===== config.mk =====
export PLATFORM = sky130hd
export DESIGN_NAME = add_mul_seq_unit
export DESIGN_NICKNAME = d
export VERILOG_FILES = /design/src/rtl/add_mul_seq_unit.sv
export SDC_FILE = /design/constraint.sdc
export NUM_CORES = 1
export LEC_CHECK = 0
export ABC_AREA = 1
export BUFFER_PORTS_ARGS = -buffer_cell sky130_fd_sc_hd__buf_2
export CORE_MARGIN = 8
export CORE_UTILIZATION = 60
export DETAILED_ROUTE_END_ITERATION = 8
export GPL_ROUTABILITY_DRIVEN = 0
export HOLD_SLACK_MARGIN = 0.06
export PLACE_DENSITY = 0.81
export SYNTH_ARGS = -nofsm -noshare
export SYNTH_HDL_FRONTEND = slang
export SYNTH_SLANG_ARGS = --single-unit

===== constraint.sdc =====
create_clock -name clk -period 4.7 [get_ports clk]
set_input_delay 1.175 -clock clk [delete_from_list [all_inputs] [get_ports clk]]
set_output_delay 1.175 -clock clk [all_outputs]
set_load 0.01 [all_outputs]

===== src/rtl/add_mul_seq_unit.sv =====
// Sequential unsigned add / shift-and-add multiply unit with a one-cycle done pulse.
// Define ADD_MUL_SEQ_ACC_EN to add the acc input (accumulate into the previous result).
module add_mul_seq_unit #(
   parameter int WIDTH = 8
) (
   input  logic                 clk,
   input  logic                 rst_n,
   input  logic                 start,
   input  logic                 op,
   input  logic [WIDTH-1:0]     a,
   input  logic [WIDTH-1:0]     b,
`ifdef ADD_MUL_SEQ_ACC_EN
   input  logic                 acc,
`endif
   output logic                 busy,
   output logic                 done,
   output logic [2*WIDTH-1:0]   result
);

   localparam int CW = (WIDTH > 1) ? $clog2(WIDTH) : 1;

   typedef enum logic [1:0] {
      IDLE,
      MUL,
      FIN
   } state_t;

   state_t state, state_next;

   logic [WIDTH-1:0]   mcand;
   logic [WIDTH-1:0]   mplier;
   logic [2*WIDTH-1:0] prod;
   logic [2*WIDTH-1:0] prod_next;
   logic [2*WIDTH-1:0] sum_ab;
   logic [2*WIDTH-1:0] add_base;
   logic [2*WIDTH-1:0] mul_base;
   logic [CW-1:0]      count;
   logic               load_add;
   logic               load_mul;
   logic               step;
   logic               finish;

   assign sum_ab    = {{WIDTH{1'b0}}, a} + {{WIDTH{1'b0}}, b};
   assign prod_next = mplier[count] ? (prod + ({{WIDTH{1'b0}}, mcand} << count)) : prod;

   // In accumulate mode the new value is added onto the held result; acc is
   // captured with start so a multiply uses the value present when it began.
`ifdef ADD_MUL_SEQ_ACC_EN
   logic acc_q;
   assign add_base = acc ? result : '0;
   assign mul_base = acc_q ? result : '0;
`else
   assign add_base = '0;
   assign mul_base = '0;
`endif

   always_ff @(posedge clk or negedge rst_n) begin
      if (!rst_n) begin
         state <= IDLE;
      end else begin
         state <= state_next;
      end
   end

   always_comb begin
      state_next = state;
      busy       = 1'b0;
      done       = 1'b0;
      load_add   = 1'b0;
      load_mul   = 1'b0;
      step       = 1'b0;
      finish     = 1'b0;
      case (state)
         IDLE: begin
            if (start) begin
               if (op) begin
                  load_add   = 1'b1;
                  state_next = FIN;
               end else begin
                  load_mul   = 1'b1;
                  state_next = MUL;
               end
            end
         end
         MUL: begin
            busy = 1'b1;
            step = 1'b1;
            if (count == CW'(WIDTH - 1)) begin
               finish     = 1'b1;
               state_next = FIN;
            end
         end
         FIN: begin
            done       = 1'b1;
            state_next = IDLE;
         end
         default: state_next = IDLE;
      endcase
   end

   // Datapath: result is written only on the edge that enters FIN.
   always_ff @(posedge clk or negedge rst_n) begin
      if (!rst_n) begin
         mcand  <= '0;
         mplier <= '0;
         prod   <= '0;
         count  <= '0;
         result <= '0;
`ifdef ADD_MUL_SEQ_ACC_EN
         acc_q  <= 1'b0;
`endif
      end else begin
         if (load_add) begin
            result <= add_base + sum_ab;
         end
         if (load_mul) begin
            mcand  <= a;
            mplier <= b;
            prod   <= '0;
            count  <= '0;
`ifdef ADD_MUL_SEQ_ACC_EN
            acc_q  <= acc;
`endif
         end
         if (step) begin
            prod  <= prod_next;
            count <= count + CW'(1);
         end
         if (finish) begin
            result <= mul_base + prod_next;
         end
      end
   end

endmodule

==> metrics.md, run 1 <==
| Metric | Value |
|---|---|
| Initial antenna violation count | 0 |
| Startpoint class of the critical path | flop |
| Clock group share of total power | 10.6% |
| Hold Slack | 0.484 ns |
| Net switching power | 0.00159 W |
| Syn avg cell area | approximately 6.7 um^2 |
| Post-CTS Setup Inserts | 0 |
| Final instance area | 4260 um^2 |
| Drt wl/cell | ~14 um |
| Clock Path Buffers | 2 |
| Initial Util | approximately 62% |
| Largest net degree at the start of global routing | 28 |
| Grt ovf | 0 |
| Slowest-stage cell, CP | dfrtp_1 |
| Final Max Tran Viols | 0 |
| Clock sink count | 53 |
| Number of fill cells | 562 |
| Register area share after synthesis | 33.7% |
| Max Cap Violations | 0 |
| P_int | 0.00147 W |
| Final setup violation count | 0 |
| Die ar. | 9420 um^2 |
| Hold buffers post-CTS | 0 |
| HP Class | reg -> reg |
| CP arrival | 3.20 ns |
| First DRT Iteration DRCs | 264 |
| Combinational power share | 61.8% |
| Synth Register Bits | 53 |
| PwrDens | 717 nW/um^2 |
| Via count | roughly 3.8k |
| Number of global-route vias before repair | about 3.7k |
| CTS root buffer | clkbuf_8 |
| Multi-input gate area | 2250 um^2 |
| Nets | 667 |
| CTS tree | built |
| Critical path's most frequent cell | nand2_1 |
| GRT Resource Usage Total | 21.8% |
| H-tree levels | 2 |
| CP cell instances | o21ai_0 -> inv_1 -> nand2_1 -> o21ai_0 -> nor2_1 -> ha_1 -> or2_2 -> nand3_1 -> nand2_1 -> nand2_1 -> nand2_1 -> nand2_1 -> nand3_1 -> nand3_1 -> nand2_1 |
| Antenna diodes | 0 |
| RSZ-0062 raised after global routing | false |
| Clock-pin slew on the worst setup and hold paths | 0.10 ns |
| Area growth from synthesis to layout | 8.19% |
| Row cnt | 29 |
| Proportion of layout cells with a drive suffix above 1 | 12.1% |
| Num CTS Buffers | 5 |
| Status | completed |
| Clock skew after layout | between 0.01 and 0.015 ns |
| Post-synth cell types | 37 |
| FF/Latch Area | approximately 1300 um^2 |
| Core region area | 6350 um^2 |
| Delay-heaviest family, CP | simple AND/OR/NAND/NOR gates |
| Post-DP HPWL | ~7900 um |
| DP Area | about 4100 um^2 |
| Die W | 97.1 um |
| Final period util | 63.9% |
| Final Hold Viols | 0 |
| F_max | 333 MHz |
| Count of input and output buffers | 37 |
| Drt total wl | 10100 um |
| Yosys warning count | 0 |
| First-pass GRT wire length | 17400 um |
| Sw Share | 52.0% |
| Slowest cell delay on critical path | 0.79 ns |
| WP buf/inv | 1 |
| Slew Limit Headroom | 55.2% |
| Setup_tns | 0 ns |
| Antenna viol nets, final | 0 |
| Post-synthesis cell count | 589 |
| Synthesized area | between 3000 and 4000 um^2 |
| # DRC | 0 |
| Actual slew at the worst max-slew pin | between 0.6 and 0.7 ns |
| Top Ports | 38 |
| Worst Setup End Kind | flop |
| DIE HEIGHT | 97.1 um |
| Vias per cell | ~5.4 |
| Max rail drop VDD | 0.000457 V |
| Crit path max fanout | 20 |
| Iteration count of the initial detailed-routing pass | 5 |
| Worst skew pair latency | 0.31 ns |
| Nets in the synthesized netlist | 636 |
| Post-CTS Resized | 0 |
| LEAKAGE | between 2 and 2.5 nW |
| Tmin final | approximately 3 ns |
| CP Class | reg -> reg |
| Reg power frac | between 20% and 30% |
| Worst EP required | slightly below 5 ns |
| Flop2flop setup slack | 1.70 ns |
## through the flow
| stage | util (%) | setup slack (ns) | std cells | total power [W] |
|---|---|---|---|---|
| after floorplan | - | 2.29 | 589 | 0.00226 |
| after global placement | 65.3 | 1.84 | 690 | 0.00264 |
| after detailed placement | 65.3 | 1.80 | 690 | 0.00270 |
| after CTS | 67.2 | 1.78 | 698 | 0.00303 |
| after global routing | 67.2 | 1.40 | 698 | 0.00336 |
| final | 67.2 | 1.70 | 698 | 0.00306 |
## state kept, by name, indices dropped and copies added, names as in the netlist
signal,cells
count,3
mcand,8
mplier,8
prod,16
result,16
state,2
## final timing paths
path                            cells after the start         end        from
worst max register to register                     15  result[10]    count[0]
worst max-delay path                               15  result[10]    count[0]
min in group asynchronous                           1   result[5]       rst_n
worst min-delay path                                2  result[10]  result[10]
max in group asynchronous                           2     prod[2]       rst_n
worst min register to register                      2  result[10]  result[10]
## worst min-delay path, stage by stage, from the launching register on
cell and delay, ns:
dfrtp_1 0.35, nand2_1 0.05, nand2_1 0.06
## cell families (layout without fill, tap and decap cells)
family	after synthesis	in the layout	synth area share [%]
adder cells (fa/ha/maj)	27	27	8.95
buffers and inverters	86	118	9.24
AO/OA/AOI/OAI	63	63	8.60
multiplexers	5	5	1.27
AND/OR/NAND/NOR	350	350	37.2
flip-flops	53	53	33.7
XOR/XNOR	5	5	1.11
## cell type report
| type | count | area share (%) |
|---|---|---|
| well taps | 77 | 2.26 |
| clock buffers | 6 | 1.94 |
| repair buffers | 38 | 4.52 |
| inverters | 72 | 6.51 |
| clock inverters | 2 | 0.880 |
| flip-flops and latches | 53 | 31.1 |
| multi-input cells | 450 | 52.8 |
## cell usage after synthesis
library cell,n,area share (%)
nand2_4,1,0.29
clkinv_1,1,0.095
inv_2,5,0.48
nand2_2,4,0.63
xnor2_1,1,0.22
and2_1,1,0.16
buf_2,3,0.38
a21oi_1,19,2.4
inv_8,1,0.29
clkbuf_1,5,0.48
mux2i_1,5,1.3
a21oi_2,2,0.44
nor2_4,2,0.57
nand3_1,43,5.5
ha_1,25,7.9
o211ai_1,2,0.38
nand2_1,250,24
fa_1,2,1.0
nor3_1,3,0.38
buf_1,2,0.19
nand4_1,4,0.63
buf_8,1,0.38
a21o_1,1,0.19
o21ai_1,7,0.89
buf_4,1,0.19
dfrtp_1,53,34
o21ai_2,2,0.44
inv_1,65,6.2
nand3_2,3,0.76
a31oi_1,1,0.16
xor2_1,4,0.89
o21ai_0,29,3.7
nor2_1,28,2.7
or2_2,8,1.3
buf_6,2,0.57
nand3b_1,2,0.38
nor2_2,1,0.16
## power by group through the flow
| stage | sequential [W] | clock (W) | combinational [W] |
|---|---|---|---|
| 6_report | 0.000846 | 0.000323 | 0.00189 |
| 5_1_grt | 0.000869 | 0.000346 | 0.00215 |
| 4_1_cts | 0.000840 | 0.000327 | 0.00187 |
| 3_5_place_dp | 0.000846 | 0 | 0.00185 |
| 3_3_place_gp | 0.000840 | 0 | 0.00180 |
| 2_1_floorplan | 0.000791 | 0 | 0.00147 |
## cell usage in the layout, fill, tap and decap left out
cell,Yosys,layout
buf_4,1,1
o21ai_0,29,29
nor2_1,28,28
inv_2,5,5
nand2_2,4,4
clkinvlp_4,0,1
nor2_4,2,2
a21oi_1,19,19
buf_2,3,37
clkbuf_8,0,6
clkinv_1,1,1
nor2_2,1,1
o211ai_1,2,2
dfrtp_1,53,53
a21oi_2,2,2
or2_2,8,8
o21ai_1,7,7
nand3_2,3,3
inv_8,1,1
xor2_1,4,4
bufinv_16,0,1
nor3_1,3,3
fa_1,2,2
nand3_1,43,43
nand3b_1,2,2
a21o_1,1,1
xnor2_1,1,1
ha_1,25,25
nand4_1,4,4
a31oi_1,1,1
inv_1,65,65
and2_1,1,1
mux2i_1,5,5
o21ai_2,2,2
nand2_4,1,1
nand2_1,250,250
## per-layer routing
layer | global-route usage [%] | wire length, um
met1 | 30.1 | 4790
met2 | 32.5 | 4280
met3 | 3.63 | 687
met4 | 9.59 | 300
met5 | 0 | 0
Power figures use the tool's default switching activity.
==> run 2: changes to the inputs <==
clock period = 3.1 ns   (was 4.7 ns; I/O delays follow)
==> run 2 against run 1 <==
Against the previous run: clock skew decreased by 0.0048 ns; sequential cell count unchanged; via count increased by 2.8%; final cell count increased by 0.86%; worst hold slack got worse by 0.0045 ns; worst setup slack got worse by 1.3 ns; utilization increased by 0.30 points; register-to-register slack got worse by 1.3 ns; fmax increased by 11%; critical path type unchanged; highest routed layer unchanged.
==> metrics.md, run 2 (synthesis gave the netlist of run 1 again) <==
| Metric | Value |
|---|---|
| Status | completed (unchanged) |
| Initial Util | 62.1% (unchanged) |
| Post-placement setup slack | 0.475 ns (was 1.80 ns) |
| Actual slew at the worst max-slew pin | 0.646 ns (was 0.672 ns) |
| Slowest-stage cell, CP | dfrtp_1 (unchanged) |
| Worst R2R End | result[15] (was result[10]) |
| Area growth from synthesis to layout | 8.67% (was 8.19%) |
| Post-CTS Resized | 0 (unchanged) |
| # DRC | 0 (unchanged) |
| Die ar. | 9420 um^2 (unchanged) |
| Max rail drop VDD | 0.000653 V (was 0.000457 V) |
| Setup_tns | 0 ns (unchanged) |
| Final WS setup | 0.388 ns (was 1.70 ns) |
| Tmin final | 2.71 ns (was 3.00 ns) |
| WP buf/inv | 0 (was 1) |
| Count of input and output buffers | 37 (unchanged) |
| Clock sink count | 53 (unchanged) |
| Worst skew pair latency | 0.31 ns (about the same) |
| HP Class | in -> async (was reg -> reg) |
| R2r startpoint | count[0] (unchanged) |
| Slew Limit Headroom | 56.9% (was 55.2%) |
| Vias per cell | 5.50 (was 5.40) |
| Num CTS Buffers | 5 (unchanged) |
| H-tree levels | 2 (unchanged) |
| PwrDens | 1070 nW/um^2 (was 717 nW/um^2) |
| Critical path depth | 15 (unchanged) |
| CP arrival | 2.92 ns (was 3.20 ns) |
| Max Cap Violations | 0 (unchanged) |
| Nets | 673 (was 667) |
| Proportion of layout cells with a drive suffix above 1 | 12.9% (was 12.1%) |
| First-pass GRT wire length | 17200 um (was 17400 um) |
| Top flop regs | prod x16, result x16 (unchanged) |
| GRT Resource Usage Total | 21.7% (was 21.8%) |
| Worst Setup End Kind | flop (unchanged) |
| Critical Path Source | count[0] (unchanged) |
| First DRT Iteration DRCs | 235 (was 264) |
| CTS tree | built (unchanged) |
| Final period util | 87.5% (was 63.9%) |
| Clock Path Buffers | 2 (unchanged) |
| CP Class | reg -> reg (unchanged) |
| LEAKAGE | 2.46 nW (was 2.45 nW) |
| Flop2flop setup slack | 0.39 ns (was 1.70 ns) |
| Drt wl/cell | 14.2 um (was 14.4 um) |
| Antenna diodes | 0 (unchanged) |
| Top Ports | 38 (unchanged) |
| Number of global-route vias before repair | 3597 (was 3729) |
| Post-DP HPWL | 7930 um (was 7950 um) |
| Final Max Tran Viols | 0 (unchanged) |
| Clock-pin slew on the worst setup and hold paths | 0.10 ns (about the same) |
| Drt total wl | 10000 um (was 10100 um) |
| Delay-heaviest family, CP | simple AND/OR/NAND/NOR gates (unchanged) |
| Antenna viol nets, final | 0 (unchanged) |
| Via count | 3871 (was 3766) |
| Post-CTS Setup Inserts | 0 (unchanged) |
| Iteration count of the initial detailed-routing pass | 7 (was 5) |
| Row cnt | 29 (unchanged) |
| Initial antenna violation count | 0 (unchanged) |
| Largest net degree at the start of global routing | 29 (was 28) |
| Hold buffers post-CTS | 0 (unchanged) |
| Startpoint class of the critical path | flop (unchanged) |
| Crit path max fanout | 10 (was 20) |
| Slowest cell delay on critical path | 0.54 ns (was 0.79 ns) |
| Critical path's most frequent cell | nand2_1 (unchanged) |
| Final Hold Viols | 0 (unchanged) |
| Number of fill cells | 537 (was 562) |
| R2R cell count | 15 (unchanged) |
| Grt ovf | 0 (unchanged) |
| Core region area | 6350 um^2 (unchanged) |
| Die W | 97.1 um (unchanged) |
| Most common cell after layout, fill and taps aside | nand2_1 (unchanged) |
| CP cell instances | o21ai_0 -> nand2_1 -> o21ai_0 -> o21ai_0 -> ha_1 -> nand2_1 -> nor2_1 -> and2_1 -> nand2_1 -> nand2_1 -> nand2_1 -> nand2_1 -> nand2_1 -> nand2_1 -> nand2_1 (was o21ai_0 -> inv_1 -> nand2_1 -> o21ai_0 -> nor2_1 -> ha_1 -> or2_2 -> nand3_1 -> nand2_1 -> nand2_1 -> nand2_1 -> nand2_1 -> nand3_1 -> nand3_1 -> nand2_1) |
| F_max | 369 MHz (was 333 MHz) |
| Commonest non-fill, non-tap cells in the layout | nand2_1, inv_1, dfrtp_1 (unchanged) |
| Clock skew after layout | 0.00805 ns (was 0.0128 ns) |
| CTS root buffer | clkbuf_8 (unchanged) |
| RSZ-0062 raised after global routing | false (unchanged) |
| Final setup violation count | 0 (unchanged) |
| Worst EP required | 3.31 ns (was 4.90 ns) |
| DIE HEIGHT | 97.1 um (unchanged) |
| Worst setup endpoint | result[15] (was result[10]) |
## run 2: changes by cell type in the layout (fill, tap and decap cells not counted), sizes merged
cell	change
bufinv	-1
clkinv	+1
clkbuf	-1
buf	+6
inv	+1
## run 2: power by group
group / internal [W] / switching [W] / total [W]
logic: 0.00101 / 0.00192 / 0.00293
clock network: 0.000163 / 0.000238 / 0.000402
registers: 0.000988 / 0.000248 / 0.00124
## run 2: worst min path at each step
stage / from / cells after the start / slack [ns] / endpoint
3_3_place_gp: result[12] / 2 / 0.46 / result[12]
4_1_cts: result[10] / 2 / 0.49 / result[10]
6_report: rst_n / 1 / 0.48 / state[1]
2_1_floorplan: mplier[0] / 2 / 0.44 / mplier[0]
3_5_place_dp: result[14] / 2 / 0.46 / result[14]
5_1_grt: result[11] / 2 / 0.51 / result[11]
## run 2: cell type report
class / count / area (um^2) / area share (%)
inverter: 72 / 278 / 6.49
tap: 77 / 96.3 / 2.25
timing repair buffer: 44 / 238 / 5.55
multi-input combinational: 450 / 2250 / 52.6
clock inverter: 3 / 25.0 / 0.584
clock buffer: 5 / 68.8 / 1.61
sequential: 53 / 1330 / 31.0
## run 2: stage by stage
| step | std cells | area [um^2] | power (W) | hold WS (ns) | utilization (%) |
|---|---|---|---|---|---|
| floorplan | 589 | 3940 | 0.00343 | 0.442 | - |
| global placement | 696 | 4190 | 0.00405 | 0.460 | 66.0 |
| detailed placement | 696 | 4190 | 0.00412 | 0.461 | 66.0 |
| CTS | 704 | 4280 | 0.00453 | 0.488 | 67.4 |
| global route | 704 | 4280 | 0.00506 | 0.513 | 67.4 |
| finish | 704 | 4280 | 0.00457 | 0.479 | 67.4 |
## run 2: per-layer routing
layer	track usage, %	part of all wire, %	vias up
met2	32.4	43	154
met3	2.70	7.4	18
met4	7.22	2.2	0
met5	0	0	-
met1	31.3	48	1774
li1	-	-	1925
## run 2: worst reg2reg max path, cell delays in order (launching register included)
cell and delay, ns:
dfrtp_1 0.54, o21ai_0 0.35, nand2_1 0.08, o21ai_0 0.10, o21ai_0 0.16, ha_1 0.41
nand2_1 0.11, nor2_1 0.22, and2_1 0.18, nand2_1 0.06, nand2_1 0.11, nand2_1 0.07
nand2_1 0.06, nand2_1 0.06, nand2_1 0.06, nand2_1 0.05
